File: src/rtl/assert_next_defs.sv
// Shared constants for the assert_next checker family.
// Fire-bit positions and the legal window-length limit.
package assert_next_defs;

  localparam int FIRE_NO_TEST       = 0;
  localparam int FIRE_OVERLAP       = 1;
  localparam int FIRE_MISSING_START = 2;
  localparam int FIRE_W             = 3;
  localparam int NUM_CKS_MAX        = 64;

  typedef logic [FIRE_W-1:0] fire_t;

  // Out-of-range window lengths fall back to a single-cycle window.
  function automatic int eff_num_cks(input int n);
    return (n < 1 || n > NUM_CKS_MAX) ? 1 : n;
  endfunction

endpackage

File: src/rtl/ovl_sat_counter.sv
// Saturating up-counter used for checker coverage.
// Clears on reset, counts on inc, holds at all-ones.
module ovl_sat_counter #(
  parameter int CNT_W = 32
) (
  input  logic             clk,
  input  logic             reset,
  input  logic             inc,
  output logic [CNT_W-1:0] count
);

  logic at_max;

  assign at_max = &count;

  always_ff @(posedge clk or posedge reset) begin
    if (reset) begin
      count <= '0;
    end else if (inc && !at_max) begin
      count <= count + 1'b1;
    end
  end

endmodule

File: src/rtl/assert_next_window_engine.sv
// Evaluation engine for the "next" check: test_expr must be
// high exactly NUM_CKS cycles after every start_event.
module assert_next_window_engine
  import assert_next_defs::*;
#(
  parameter int NUM_CKS             = 3,
  parameter int CHECK_OVERLAPPING   = 1,
  parameter int CHECK_MISSING_START = 1,
  parameter int CNT_W               = 32
) (
  input  logic              clk,
  input  logic              reset,
  input  logic              start_event,
  input  logic              test_expr,
  output logic [FIRE_W-1:0] fire,
  output logic              no_overlapping,
  output logic [CNT_W-1:0]  cov_windows_ok,
  output logic [CNT_W-1:0]  cov_overlaps
);

  localparam int NK = eff_num_cks(NUM_CKS);

  if (NUM_CKS < 1 || NUM_CKS > NUM_CKS_MAX) begin : g_bad_num_cks
    $error("ovl_error_t: NUM_CKS=%0d outside 1..%0d", NUM_CKS, NUM_CKS_MAX);
  end

  logic          start;
  logic          test;
  logic [NK-1:0] sr;
  logic          due;
  logic          pending;
  fire_t         fire_d;
  logic          ok_inc;
  logic          ovl_inc;

  // Unknown inputs count as low.
  assign start = (start_event === 1'b1);
  assign test  = (test_expr === 1'b1);

  if (NK == 1) begin : g_sr1
    always_ff @(posedge clk or posedge reset) begin
      if (reset) sr <= '0;
      else       sr <= start;
    end
    assign pending = 1'b0;
  end else begin : g_srn
    always_ff @(posedge clk or posedge reset) begin
      if (reset) sr <= '0;
      else       sr <= {sr[NK-2:0], start};
    end
    assign pending = |sr[NK-2:0];
  end

  assign due            = sr[NK-1];
  assign no_overlapping = ~pending;

  always_comb begin
    fire_d = '0;
    fire_d[FIRE_NO_TEST] = due & ~test;
    fire_d[FIRE_OVERLAP] =
      (CHECK_OVERLAPPING != 0) & start & pending;
    fire_d[FIRE_MISSING_START] =
      (CHECK_MISSING_START != 0) & test & ~due;
  end

  always_ff @(posedge clk or posedge reset) begin
    if (reset) fire <= '0;
    else       fire <= fire_d;
  end

  assign ok_inc  = due & test;
  assign ovl_inc = start & pending;

  ovl_sat_counter #(.CNT_W(CNT_W)) u_cov_ok (
    .clk   (clk),
    .reset (reset),
    .inc   (ok_inc),
    .count (cov_windows_ok)
  );

  ovl_sat_counter #(.CNT_W(CNT_W)) u_cov_ovl (
    .clk   (clk),
    .reset (reset),
    .inc   (ovl_inc),
    .count (cov_overlaps)
  );

endmodule

File: config.mk
export PLATFORM = sky130hd
export DESIGN_NAME = assert_next_window_engine
export DESIGN_NICKNAME = d
export VERILOG_FILES = /design/src/rtl/assert_next_defs.sv /design/src/rtl/ovl_sat_counter.sv /design/src/rtl/assert_next_window_engine.sv
export SDC_FILE = /design/constraint.sdc
export NUM_CORES = 1
export LEC_CHECK = 0
export ABC_AREA = 1
export CAP_MARGIN = 20
export CORE_UTILIZATION = 50
export CTS_BUF_LIST = sky130_fd_sc_hd__clkbuf_16
export DETAILED_ROUTE_END_ITERATION = 12
export PLACE_DENSITY = 0.75
export RECOVER_POWER = 50
export SLEW_MARGIN = 0
export SYNTH_ARGS = -nofsm -noshare
export SYNTH_HDL_FRONTEND = slang
export SYNTH_SLANG_ARGS = --single-unit
export TNS_END_PERCENT = 5
File: constraint.sdc
create_clock -name clk -period 5.05 [get_ports clk]
set_input_delay 1.515 -clock clk [delete_from_list [all_inputs] [get_ports clk]]
set_output_delay 1.515 -clock clk [all_outputs]
set_load 0.01 [all_outputs]
## Word level (Yosys, flattened, before mapping)

Index checks and enable logic that the tools add are counted.
W data, S select, Z words.

| word-level totals | value |
|---|---|
| output and inout port bits | 68 |
| logic and storage cells | 22 |
| input bits | 4 |
| register bits | 70 |

| cells by class | value |
|---|---|
| reduce and logical (&&, ||, !) cells | 7 |
| bitwise operators | 7 |
| equality and inequality tests | 2 |
| add/subtract/negate cells | 2 |

Operators by type and width:

| operator | count |
|---|---|
| $add A32 B1 Y32 const B | 2 |
| $reduce_and A32 Y1 | 2 |
| $and A1 B1 Y1 | 4 |
| $not A1 Y1 | 3 |
| $eqx A1 B1 Y1 const B | 2 |
| $logic_and A1 B1 Y1 | 2 |
| $logic_not A1 Y1 | 2 |
| $reduce_or A2 Y1 | 1 |

## Logic depth before layout (Yosys ltp)

Gate-level depths: netlist of run 1.

| logic depth | value |
|---|---|
| word-level depth | 3 |
| gate-level depth with buffers | 11 |
| gate-level depth less buffers | 10 |

## Hierarchy

Synthesis of run 1 repeated with hierarchy kept, for this count alone.

| unflattened totals | value |
|---|---|
| cell total of the unflattened synthesis | 718 |
| area, all modules | 4,631.9 sq um |

By module, submodules not included:

| module | area an instance (sq um) | seq. area each (sq um) | instances | cells each |
|---|---|---|---|---|
| ovl_sat_counter | 2,220.9 | 800.8 | 2 | 351 |
| assert_next_window_engine | 190.2 | 150.1 | 1 | 16 |

## Worst setup path before layout of run 1

OpenSTA, ideal clock, no wires.

| timing | value |
|---|---|
| path type | input port to flip-flop |
| start point | input start_event |
| end point | register u_cov_ovl.count[10] |
| data required time | 4,934 ps |
| library setup time | 116 ps |
| cell stages on the path | 7 |
| path buffers | 1 |
| setup slack | 2,821 ps |
| data arrival time | 2,113 ps |
| cells stage by stage | o21ai_0 inv_1 nand2_4 inv_4 buf_6 nand2_1 nand2_1 |

| between the ends | value |
|---|---|
| word-level cells in the longest chain between the ends | 3 |

Ends and longest elaborated chain:

| item | RTL line | RTL |
|---|---|---|
| from (decl) | assert_next_window_engine.sv:13 | `input logic start_event,` |
| $eqx A1 B1 Y1 | assert_next_window_engine.sv:37 | `assign start = (start_event === 1'b1);` |
| $and A1 B1 Y1 | -- |  |
| net fire_d[1] | assert_next_window_engine.sv:32 | `fire_t fire_d;` |
| $logic_and A1 B1 Y1 | ovl_sat_counter.sv:19 | `end else if (inc && !at_max) begin` |
| to (signal assigned) | ovl_sat_counter.sv:20 | `count <= count + 1'b1;` |
| to (decl) | ovl_sat_counter.sv:9 | `output logic [CNT_W-1:0] count` |

The timed path passes the listed nets, and every way through them passes these cells.
A chain may end at the register's enable or synchronous reset.

==> results of run 1 <==
[area by class of cell]
type	count	area, sq um
fill	821	3161
multi-input combinational	578	2455
sequential	70	1752
timing repair buffer	72	715.7
clock buffer	9	225.2
inverter	53	203.9
tap	108	135.1
clock inverter	7	73.82
[per-stage QoR]
stage | hold WS, ns | cells | area [sq um]
2_1_floorplan | 0.3696 | 711 | 4516
3_3_place_gp | 0.3845 | 881 | 5279
3_5_place_dp | 0.3940 | 881 | 5279
4_1_cts | 0.4087 | 897 | 5578
5_1_grt | 0.4213 | 897 | 5560
6_report | 0.4073 | 897 | 5560
[cells in the final DEF, fill, tap and decap left out]
| cell type | n |
|---|---|
| sky130_fd_sc_hd__o21ai_1 | 1 |
| sky130_fd_sc_hd__clkinvlp_4 | 3 |
| sky130_fd_sc_hd__clkbuf_2 | 1 |
| sky130_fd_sc_hd__nand3b_1 | 8 |
| sky130_fd_sc_hd__clkbuf_16 | 9 |
| sky130_fd_sc_hd__ha_1 | 2 |
| sky130_fd_sc_hd__nor2_4 | 4 |
| sky130_fd_sc_hd__nor3b_1 | 1 |
| sky130_fd_sc_hd__clkdlybuf4s50_1 | 65 |
| sky130_fd_sc_hd__nor2_2 | 4 |
| sky130_fd_sc_hd__nand2_1 | 384 |
| sky130_fd_sc_hd__o21ai_0 | 9 |
| sky130_fd_sc_hd__bufinv_16 | 1 |
| sky130_fd_sc_hd__inv_6 | 2 |
| sky130_fd_sc_hd__inv_2 | 2 |
| sky130_fd_sc_hd__nand2_2 | 5 |
| sky130_fd_sc_hd__inv_1 | 50 |
| sky130_fd_sc_hd__a21oi_1 | 1 |
| sky130_fd_sc_hd__xor2_1 | 17 |
| sky130_fd_sc_hd__nand3_1 | 26 |
| sky130_fd_sc_hd__dfrtp_1 | 70 |
| sky130_fd_sc_hd__dlygate4sd3_1 | 6 |
| sky130_fd_sc_hd__nor2_1 | 105 |
| sky130_fd_sc_hd__xnor2_1 | 9 |
| sky130_fd_sc_hd__nand4_1 | 2 |
| sky130_fd_sc_hd__inv_4 | 2 |
[logic make-up (layout without fill, tap and decap cells)]
kind of cell             count (synthesis)  count (layout)  share of synthesized area, %
adder cells (fa/ha/maj)                  2               2                        0.5541
buffers and inverters                   63             141                         6.511
AND/OR/NAND/NOR                        539             539                         47.88
flip-flops                              70              70                         38.79
AO/OA/AOI/OAI                           11              11                         1.219
XOR/XNOR                                26              26                         5.043
[routing by layer]
layer	share of wire [%]	vias up	wire length [um]	GRT usage [%]
li1	-	2305	-	-
met1	43	2091	5016	31.13
met2	50	137	5793	45.18
met3	4.5	22	522	3.251
met4	2.3	0	269	11.25
met5	0	-	0	0
[path summary, 6_finish.rpt]
| kind | from | end | slack [ns] |
|---|---|---|---|
| max in group clk | start_event | u_cov_ovl.count[29] | 1.54 |
| min reg2reg | sr[0] | sr[1] | 0.41 |
| min in group asynchronous | reset | sr[2] | 1.81 |
| min | sr[0] | sr[1] | 0.41 |
| max reg2reg | u_cov_ok.count[0] | u_cov_ok.count[9] | 2.15 |
| max | reset | u_cov_ok.count[7] | 1.49 |
[report_power, final]
group	internal [mW]	switching, mW
Combinational	0.0902	0.107
Clock	0.384	0.260
Sequential	0.591	0.0509
[worst max-delay path: stages]
cell                            delay (ns)
sky130_fd_sc_hd__dlygate4sd3_1        0.53
sky130_fd_sc_hd__inv_1                0.63
sky130_fd_sc_hd__clkbuf_2             1.05
[sequential cells by signal, summed over array words and instances (netlist names)]
register and cells:
u_cov_ovl.count 32, fire 3, sr 3, u_cov_ok.count 32
==> out/summary.md, run 1 <==
The run finished with clean final reports. The share of the clock period used by the worst path after layout was 70.48%. The largest fanout of any net on the critical path was 49. The die area is 9415 sq um. In the post-synthesis netlist, the cell with the most instances is sky130_fd_sc_hd__nand2_1. Synthesis produced a netlist whose cell count is 711.

The worst-margin pin slew works out to 1.273 ns. Data on the critical path is required at its endpoint by 5.28 ns. The data arrival time of the worst path is 3.79 ns, and the mean instance size in the synthesized netlist is 6.351 sq um. Counting I/O delays and the setup requirement, the final critical path takes 3.559 ns.

Entering global routing, the biggest net connects 50 pins. The number of clock sinks seen by CTS is 70, and the maximum VDD drop is 0.0001392 V. The worst pin sits at a relative slew slack of 15.16%. The logs give 0 for the final number of max-transition violations and 4516 sq um for the area of the mapped netlist. The number of antenna violations at the first check in global routing came out at 0.

The type of destination of the critical path was an asynchronous set/reset pin. Dividing the detail-routed wire length by the instance count gives 12.93 um. Sequential elements use 38.79% of the synthesized area. Root buffer selected by CTS: sky130_fd_sc_hd__clkbuf_16. TritonCTS built the clock tree.

Power spread over the standard cell area amounts to 266.8 nW/um^2. Clock-pin slew was measured on the worst setup and hold paths at 0.06 ns. The Yosys step of the flow raised 0 warnings.

When the netlist entered floorplanning its net count stood at 717. Setup violations remaining at the end of the flow were counted as 0. The floorplan step defined a core boundary enclosing 8721 sq um.

The detail route stage leaves a number of antenna-violating nets equal to 0. From bottom edge to top edge, the die measures 97.03 um. After detailed routing, the number of remaining DRC violations is 0.

Counting flops with an async set or reset pin after synthesis yields a share of 100.0%. The category of the critical setup timing path is in -> async. After layout, the worst setup slack is 1.491 ns. Summed over its instances, the top area cell type makes up 38.79% of the synthesized netlist area.

The number of antenna diodes in the final layout is 0. Port buffering added 71 buffers. After routing, the total negative slack on setup checks comes to 0 ns.

The worst setup path is launched from a primary input. The tools report the count of boundary I/O pins as 72. The count of flip-flops with a built-in enable after synthesis is 0, and the worst-case clock buffer depth is 2. The min-delay analysis places its worst path in the category reg -> reg. After global routing the overflow that remains totals 0. After the first detailed-routing iteration, the DRC count stood at 186. The die extent in x was 97.03 um.

The hold buffer count at cts was 0. For the number of levels the H-tree was split into, the log shows 3. The routed layout has 4,555 vias.

The timing-limited maximum frequency came out at 0.2809 GHz. The run gives 1.917 ns as the worst slack at placement. The clock arrives with 0.006242 ns of skew. The tools report the number of resized instances in the post-cts repair step as 0. The final layout contains routed wiring with a total length of 11.60 mm. Across every metal layer, demand over resource in global routing totals 25.59%. Routability congestion estimate from global placement: 0.9483. Ranked by instance count, the synthesized netlist is headed by 382 x sky130_fd_sc_hd__nand2_1, 105 x sky130_fd_sc_hd__nor2_1, 70 x sky130_fd_sc_hd__dfrtp_1.

Across the run, the number of max-cap violations was 0. Total CTS buffers: 9. After synthesis, the cell types taking the most area are sky130_fd_sc_hd__dfrtp_1 39%, sky130_fd_sc_hd__nand2_1 32%, sky130_fd_sc_hd__nor2_1 8.7%. The effective utilization at floorplan was 51.78%; the number of nets in the layout was 790. Cells with a size suffix above 1 make up 4.183% of the layout. The largest total area in the synthesized netlist belongs to sky130_fd_sc_hd__dfrtp_1. Clock latency on the worst-skew pair, taken at its later pin, is 0.33 ns. In this run the static leakage power is 2.528 nW. Setup repair after global routing left no endpoint under its margin.

After detailed routing, the number of vias per cell comes to 5.078. The logs give 4,295 for the via count of the first global-routing pass and 34 for the row count. Among all flip-flop cells after synthesis, the most frequent one is sky130_fd_sc_hd__dfrtp_1. The first global-routing pass estimated 19.54 mm of wire. After synthesis the netlist holds a flip-flop and latch count of 70. The number of hold violations in the final report is 0. The tools report the total power consumption of the routed design as 1.484 mW. Cells fill 63.76% of the core in the end. Once the clock tree was built, the setup fixing pass inserted 0 buffers.

After synthesis, the netlist uses 22 different library cells. After legalization and detailed placement, the total HPWL measured 8.424 mm. Along the worst hold path, the cell count comes to 0. For this run, the detailed router's first-pass iteration total came to 4.

The number of cells on the worst reg-to-reg path is 10. Synthesis-to-layout area growth: 23.14%.
(Power assumes the default switching activity.)
==> inputs of run 2 (changes only) <==
==> constraint.sdc (replaced) <==
create_clock -name clk -period 3.3 [get_ports clk]
set_input_delay 0.99 -clock clk [delete_from_list [all_inputs] [get_ports clk]]
set_output_delay 0.99 -clock clk [all_outputs]
set_load 0.01 [all_outputs]
==> out/summary.md, run 2 (synthesized netlist as in run 1, its figures left out) <==
The run finished with clean final reports. The worst slew slack as a fraction of its limit was 40.10% (was 15.16%). The number of post-CTS setup repair buffers is 0 (unchanged), and the stage delay of the slowest cell on the critical path is 0.59 ns (was 1.05 ns). The tools report the type of destination of the critical path as a primary output (was an asynchronous set/reset pin). Worst-skew pair later-pin latency: 0.34 ns (was 0.33 ns). The effective utilization at floorplan is 51.78% (unchanged). The filler-free cell count of the finished design was 896 (was 897); the ratio of cells with drive above 1 in the final layout was 4.315% (was 4.183%). For the finished layout cell area, the log shows 5627 sq um (was 5560 sq um). Ordered cell list for the critical path: clkdlybuf4s50_1 (was dlygate4sd3_1 > inv_1 > clkbuf_2). The routability congestion estimate from global placement was 0.9596 (was 0.9483).

The count of boundary I/O pins came out at 72 (unchanged). The setup skew after layout was 0.006248 ns (was 0.006242 ns). The number of nets in the layout was 790 (unchanged); the worst path required time was 2.31 ns (was 5.28 ns). The final setup slack of the worst path came out at 0.8905 ns (was 1.491 ns). Commonest cells after routing, fill and taps aside: 382 x sky130_fd_sc_hd__nand2_1, 105 x sky130_fd_sc_hd__nor2_1, 70 x sky130_fd_sc_hd__dfrtp_1 (was 384 x sky130_fd_sc_hd__nand2_1, 105 x sky130_fd_sc_hd__nor2_1, 70 x sky130_fd_sc_hd__dfrtp_1). The areal power density over the cells was 427.9 nW/um^2 (was 266.8 nW/um^2).

The row count is 34 (unchanged). The number of levels the H-tree was split into was 3 (unchanged); the detailed-route wire length was 11.84 mm (was 11.60 mm). The tools report the leftover overflow at the end of global routing as 0 (unchanged).

The number of buffers and inverters on the critical path is 1 (was 3). The run gives 0.0002609 V (was 0.0001392 V) as the maximum VDD drop. The leakage power total came out at 2.555 nW (was 2.528 nW). The total routing resource utilization after global routing came out at 27.03% (was 25.59%).

The tools report the number of failing setup endpoints in the final timing report as 0 (unchanged). The via count of the first global-routing pass was 4,535 (was 4,295). The worst slack at placement came out at 0.6901 ns (was 1.917 ns). The max-cap check violation count is 0 (unchanged).

The number of antenna violations at the first check in global routing is 0 (unchanged), and the switching fraction of total power is 26.08% (was 28.16%). The instance count after placement with tap cells included is 881 (unchanged). The post-route setup TNS was 0 ns (unchanged); the shortest period the worst path allows was 2.410 ns. For the combinational group share of total power, the log shows 12.8% (was 13.3%). The path length in cells of the critical path was 1 (was 3). The first-pass iteration count of the detailed router is 5 (was 4). The average wire per cell in the routed design works out to 13.21 um (was 12.93 um). Kind of launch point of the worst setup path: a flop (was a primary input). The area taken by flip-flops and latches came out at 1752 sq um (unchanged).

The count of buffers from port buffering was 71 (unchanged); the vertical die dimension was 97.03 um (unchanged). The root buffer selected by CTS was sky130_fd_sc_hd__clkbuf_16 (unchanged). TritonCTS built the clock tree. The synthesis-to-layout area growth is 24.61% (was 23.14%), and the worst-margin pin slew is 0.8975 ns (was 1.273 ns). For the placed cell area, the log shows 5291 sq um (was 5279 sq um). For the number of hold violations in the final report, the log shows 0 (unchanged). The tools report the post-route antenna net violation count as 0 (unchanged). The tools report the worst-case clock buffer depth as 2 (unchanged). The hold buffer count at cts was 0 (unchanged); the area of the multi-input gates was 2470 sq um (was 2455 sq um). The kind of path behind the tightest hold check is reg -> reg (unchanged).

The share of the clock period used by the worst path after layout works out to 73.02%. The sequential share of power was 40.8% (was 43.3%); the post-DP HPWL was 8.481 mm (was 8.424 mm). The internal power was 1.780 mW (was 1.066 mW); the share of power burned in the clock network was 46.4% (was 43.4%).

Die extent in x: 97.03 um (unchanged). The number of remaining DRC errors is 0 (unchanged), and the length in cells of the worst reg-to-reg path is 10 (unchanged). Area of the placeable core: 8721 sq um (unchanged).

Hold path depth: 0 (unchanged). The tools report the initial detailed-routing violation count as 232 (was 186). The die area came out at 9415 sq um (unchanged). Setup repair after global routing left no endpoint under its margin. The via total after detailed routing is 4,574 (was 4,555), and the total net switching power is 0.6278 mW (was 0.4177 mW). The run gives 20.50 mm (was 19.54 mm) as the wire length of the first global-routing pass.

Final number of max-transition violations: 0 (unchanged). The number of resized instances in the post-cts repair step was 0 (unchanged). For the total CTS buffers, the log shows 9 (unchanged). Timing would allow up to 0.4150 GHz. Number of clock sinks seen by CTS: 70 (unchanged). The clock-pin slew reported for the worst setup and hold paths after clock tree synthesis was 0.06 ns (about the same); the number of fillers in the final layout was 815 (was 821). Top Registers: u_cov_ok.count (32), u_cov_ovl.count (32) (unchanged).

Cell type group with the largest total delay on the critical path: buffers and inverters (unchanged). The cell with the biggest individual delay on the critical path is sky130_fd_sc_hd__clkdlybuf4s50_1 (was sky130_fd_sc_hd__clkbuf_2). The data arrival time of the worst path was 1.42 ns (was 3.79 ns). The commonest non-fill, non-tap cell in the layout is sky130_fd_sc_hd__nand2_1 (unchanged). The number of vias per cell came out at 5.105 (was 5.078).

The largest fanout of any net on the critical path is 6 (was 49). The category of the critical setup timing path was reg -> out (was in -> async). The run gives 51 (was 50) as the largest net degree at the start of global routing. The antenna cell count is 0 (unchanged).
[run 2: per-layer routing]
metal  up-vias  wire length, um  share of wire (%)  global-route usage, %
li1       2289                -                  -                      -
met5         -                0                  0                      0
met3        34              574                4.8                  4.408
met2       129             5814                 49                  46.32
met4         0              427                3.6                  14.81
met1      2122             5023                 42                  32.30
[run 2: layout make-up]
cell class,count,area share (%)
multi-input cells,578,43.90
flip-flops and latches,70,31.13
repair buffers,72,12.99
clock buffers,9,4.003
inverters,53,3.625
well taps,108,2.402
clock inverters,6,1.957
[run 2: power by group through the flow]
stage	sequential, mW	combinational, mW	clock, mW
after floorplan	1.00	0.166	0
after global placement	0.995	0.304	0
after detailed placement	0.997	0.314	0
after CTS	0.982	0.315	1.13
after global routing	0.991	0.339	1.16
final	0.982	0.308	1.12
[run 2: final timing paths]
| check | startpoint | endpoint | slack, ns |
|---|---|---|---|
| setup / recovery | u_cov_ok.count[18] | cov_windows_ok[18] | 0.89 |
| hold / removal | sr[1] | sr[2] | 0.40 |
| setup reg to reg | u_cov_ovl.count[0] | u_cov_ovl.count[22] | 1.04 |
| hold reg to reg | sr[1] | sr[2] | 0.40 |
| max in group asynchronous | reset | u_cov_ok.count[3] | 1.25 |
| min in group asynchronous | reset | u_cov_ok.count[27] | 1.29 |
[run 2: per-stage QoR]
| stage | hold slack, ns | utilization (%) | power, mW |
|---|---|---|---|
| 2_1_floorplan | 0.3696 | - | 1.169 |
| 6_report | 0.4007 | 64.52 | 2.407 |
| 3_5_place_dp | 0.3906 | 60.67 | 1.311 |
| 3_3_place_gp | 0.3865 | 60.67 | 1.299 |
| 4_1_cts | 0.4070 | 64.52 | 2.423 |
| 5_1_grt | 0.4216 | 64.52 | 2.494 |
==> edit (config.mk and constraints of run 2) <==
`CNT_W` is set to 32 in 2 places; all go to 48.
--- a/src/rtl/ovl_sat_counter.sv
+++ b/src/rtl/ovl_sat_counter.sv
@@ -2,5 +2,5 @@
 // Clears on reset, counts on inc, holds at all-ones.
 module ovl_sat_counter #(
-  parameter int CNT_W = 32
+  parameter int CNT_W = 48
 ) (
   input  logic             clk,
--- a/src/rtl/assert_next_window_engine.sv
+++ b/src/rtl/assert_next_window_engine.sv
@@ -7,5 +7,5 @@
   parameter int CHECK_OVERLAPPING   = 1,
   parameter int CHECK_MISSING_START = 1,
-  parameter int CNT_W               = 32
+  parameter int CNT_W               = 48
 ) (
   input  logic              clk,
Ports: changed (resized cov_overlaps and cov_windows_ok); port bits go from 72 to 104. No check against the original RTL was run, so the function may have changed too.
==> edit against run 2 <==
  * The flow now finishes with violations (capacitance limit, slew limit)
  * Synthesized area is 53% higher
  * Sequential cell count is 32 higher
  * Global-route usage is 3.5 points higher
  * Final area is 49% higher
  * Clock skew is 0.0015 ns higher
  * Largest power group is now sequential cells
  * Highest routed layer unchanged
  * Cell count is 52% higher
  * Worst setup slack worse by 0.39 ns
  * Worst hold slack better by 0.013 ns
  * Critical path depth is 7 higher
  * Routed wire length is 76% higher
  * Power is 22% higher
  * Critical path type is now in -> reg
==> edit: results (changes against run 2) <==
Finish
  • Top flop regs: u_cov_ok.count (48), u_cov_ovl.count (48)
  • Filler Cell Count: 1258 (+54%)
  • Nets@finish: 1187 (+50%)
  • Final core utilization: 62.84% (-1.7 points)
  • Layout cells sized above 1: 3.626% (-0.69 points)
  • Fin cells: 1362 (+52%)

Place
  • Gp weighted congestion: 0.9977 (+4.0%)
  • Cells after DPL: 1346 (+53%)
  • Post-Place Cell Area: 0.008114 sq mm (+53%)
  • Port Buf Inserts: 103 (+45%)
  • DP Wirelength: 15730 microns (+85%)

Run
  • Maxcap violations: 1 (+1)

Logic synthesis
  • Sequential-to-total area share from yosys stat: 36.98% (-1.8 points)
  • Post-Synth Adder-Cell Area: 0.3626% (-0.19 points)
  • Syn_nets: 1085 (+51%)
  • Synth Area in XOR/XNOR: 4.188% (-0.86 points)
  • Top post-synthesis cells by count: nand2_1 (515), nor2_1 (176), dfrtp_1 (102), inv_1 (59), nand3_1 (46)
  • Post-synthesis compound-gate area fraction: 0.7977% (-0.42 points)
  • Top cells by area, synth: dfrtp_1 (37%), nand2_1 (28%), nor2_1 (9.6%), nand3b_1 (4.4%), nand3_1 (3.3%)
  • Mean post-synth cell area: 6.396 sq um (+0.71%)
  • Synth cell types: 28 (+27%)

Setup path
  • Worst path max stage delay: 0.58 ns
  • R2r worst-path depth: 9 (-1)
  • CP arrival: 3.09 ns (+1.67 ns)
  • Crit path max fanout: 28 (+22)
  • CP max-delay cell: dlygate4sd3_1

Power and ir drop
  • Leak: 3.590 nW (+41%)
  • Peak supply drop: 0.0003543 V (+36%)

Routing
  • Drt pass-1 iters: 7 (+2)
  • DR iter-0 viols: 585 (+150%)
  • Vias per inst: 5.280 (+3.4%)
  • DRT Wirelength: 20800 microns (+76%)

Timing
  • Skew final: 0.007738 ns (+0.001490 ns)
  • Worst slew pin tran: 1.516 ns (+0.6190 ns)
  • Final Slew Violations: 30 (+30)

Global routing
  • Vias in the first global route: 6608 (+46%)
  • GRT Util Overall: 30.55% (+3.5 points)
  • Largest net degree at the start of global routing: 41 (-20%)
  • First-pass GRT wire length: 34020 microns (+66%)

Status
  • Outcome: complete, but fails checks
  • Failing checks: capacitance limit, slew limit

Clocking
  • H-tree depth: 3 (unchanged)
  • Clk buf depth: 2 (unchanged)
  • Clock transition at path regs: 0.07 ns
edit: changes by cell type in the layout (fill, tap and decap cells not counted), sizes merged, moves of 7 or more:
cell and delta:
nand2 +132, xnor2 +11, dlygate4sd3 +7, nor3 +9, nand4 +31, nor2 +78
clkdlybuf4s50 +25, nand3b +32, dfrtp +32, inv +11, nand3 +22
edit: area by class of cell:
cell class | count | area share (%)
sequential | 102 | 30.43
timing repair buffer | 109 | 13.01
clock inverter | 7 | 0.8801
inverter | 64 | 2.879
tap | 176 | 2.625
clock buffer | 9 | 2.685
multi-input combinational | 895 | 47.49
edit: kinds of logic (layout without fill, tap and decap cells):
group / count (synthesis) / in the layout
xor+xnor: 33 / 33
compound gates: 11 / 11
buf+inv: 82 / 189
simple gates: 849 / 849
fa+ha+maj: 2 / 2
flops: 102 / 102
edit: layer usage:
metal | track usage (%) | vias to the layer above | routed length (microns)
met2 | 51.77 | 244 | 10100
met5 | 0 | - | 0
met4 | 14.14 | 0 | 825
met3 | 3.736 | 53 | 988
met1 | 38.72 | 3308 | 8881
li1 | - | 3587 | -
edit: power by group:
| part | switching [mW] | internal (mW) | total [mW] |
|---|---|---|---|
| combinational | 0.226 | 0.194 | 0.420 |
| clock | 0.510 | 0.594 | 1.10 |
| sequential | 0.102 | 1.31 | 1.42 |
| total | 0.837 | 2.10 | 2.94 |
edit: per-stage QoR:
stage | setup slack (ns) | total power [mW]
after floorplan | 1.092 | 1.670
after global placement | 0.6993 | 1.868
after detailed placement | 0.6312 | 1.872
after CTS | 0.8225 | 2.975
after global routing | 0.3357 | 3.073
final | 0.5053 | 2.940
edit: final timing paths:
kind	slack [ns]	end	startpoint
worst max-delay path	0.51	u_cov_ovl.count[3]	start_event
worst min-delay path	0.41	sr[1]	sr[0]
worst max register to register	0.58	u_cov_ok.count[15]	u_cov_ok.count[0]
worst min register to register	0.41	sr[1]	sr[0]
max in group asynchronous	1.06	u_cov_ok.count[22]	reset
min in group asynchronous	1.44	u_cov_ovl.count[8]	reset
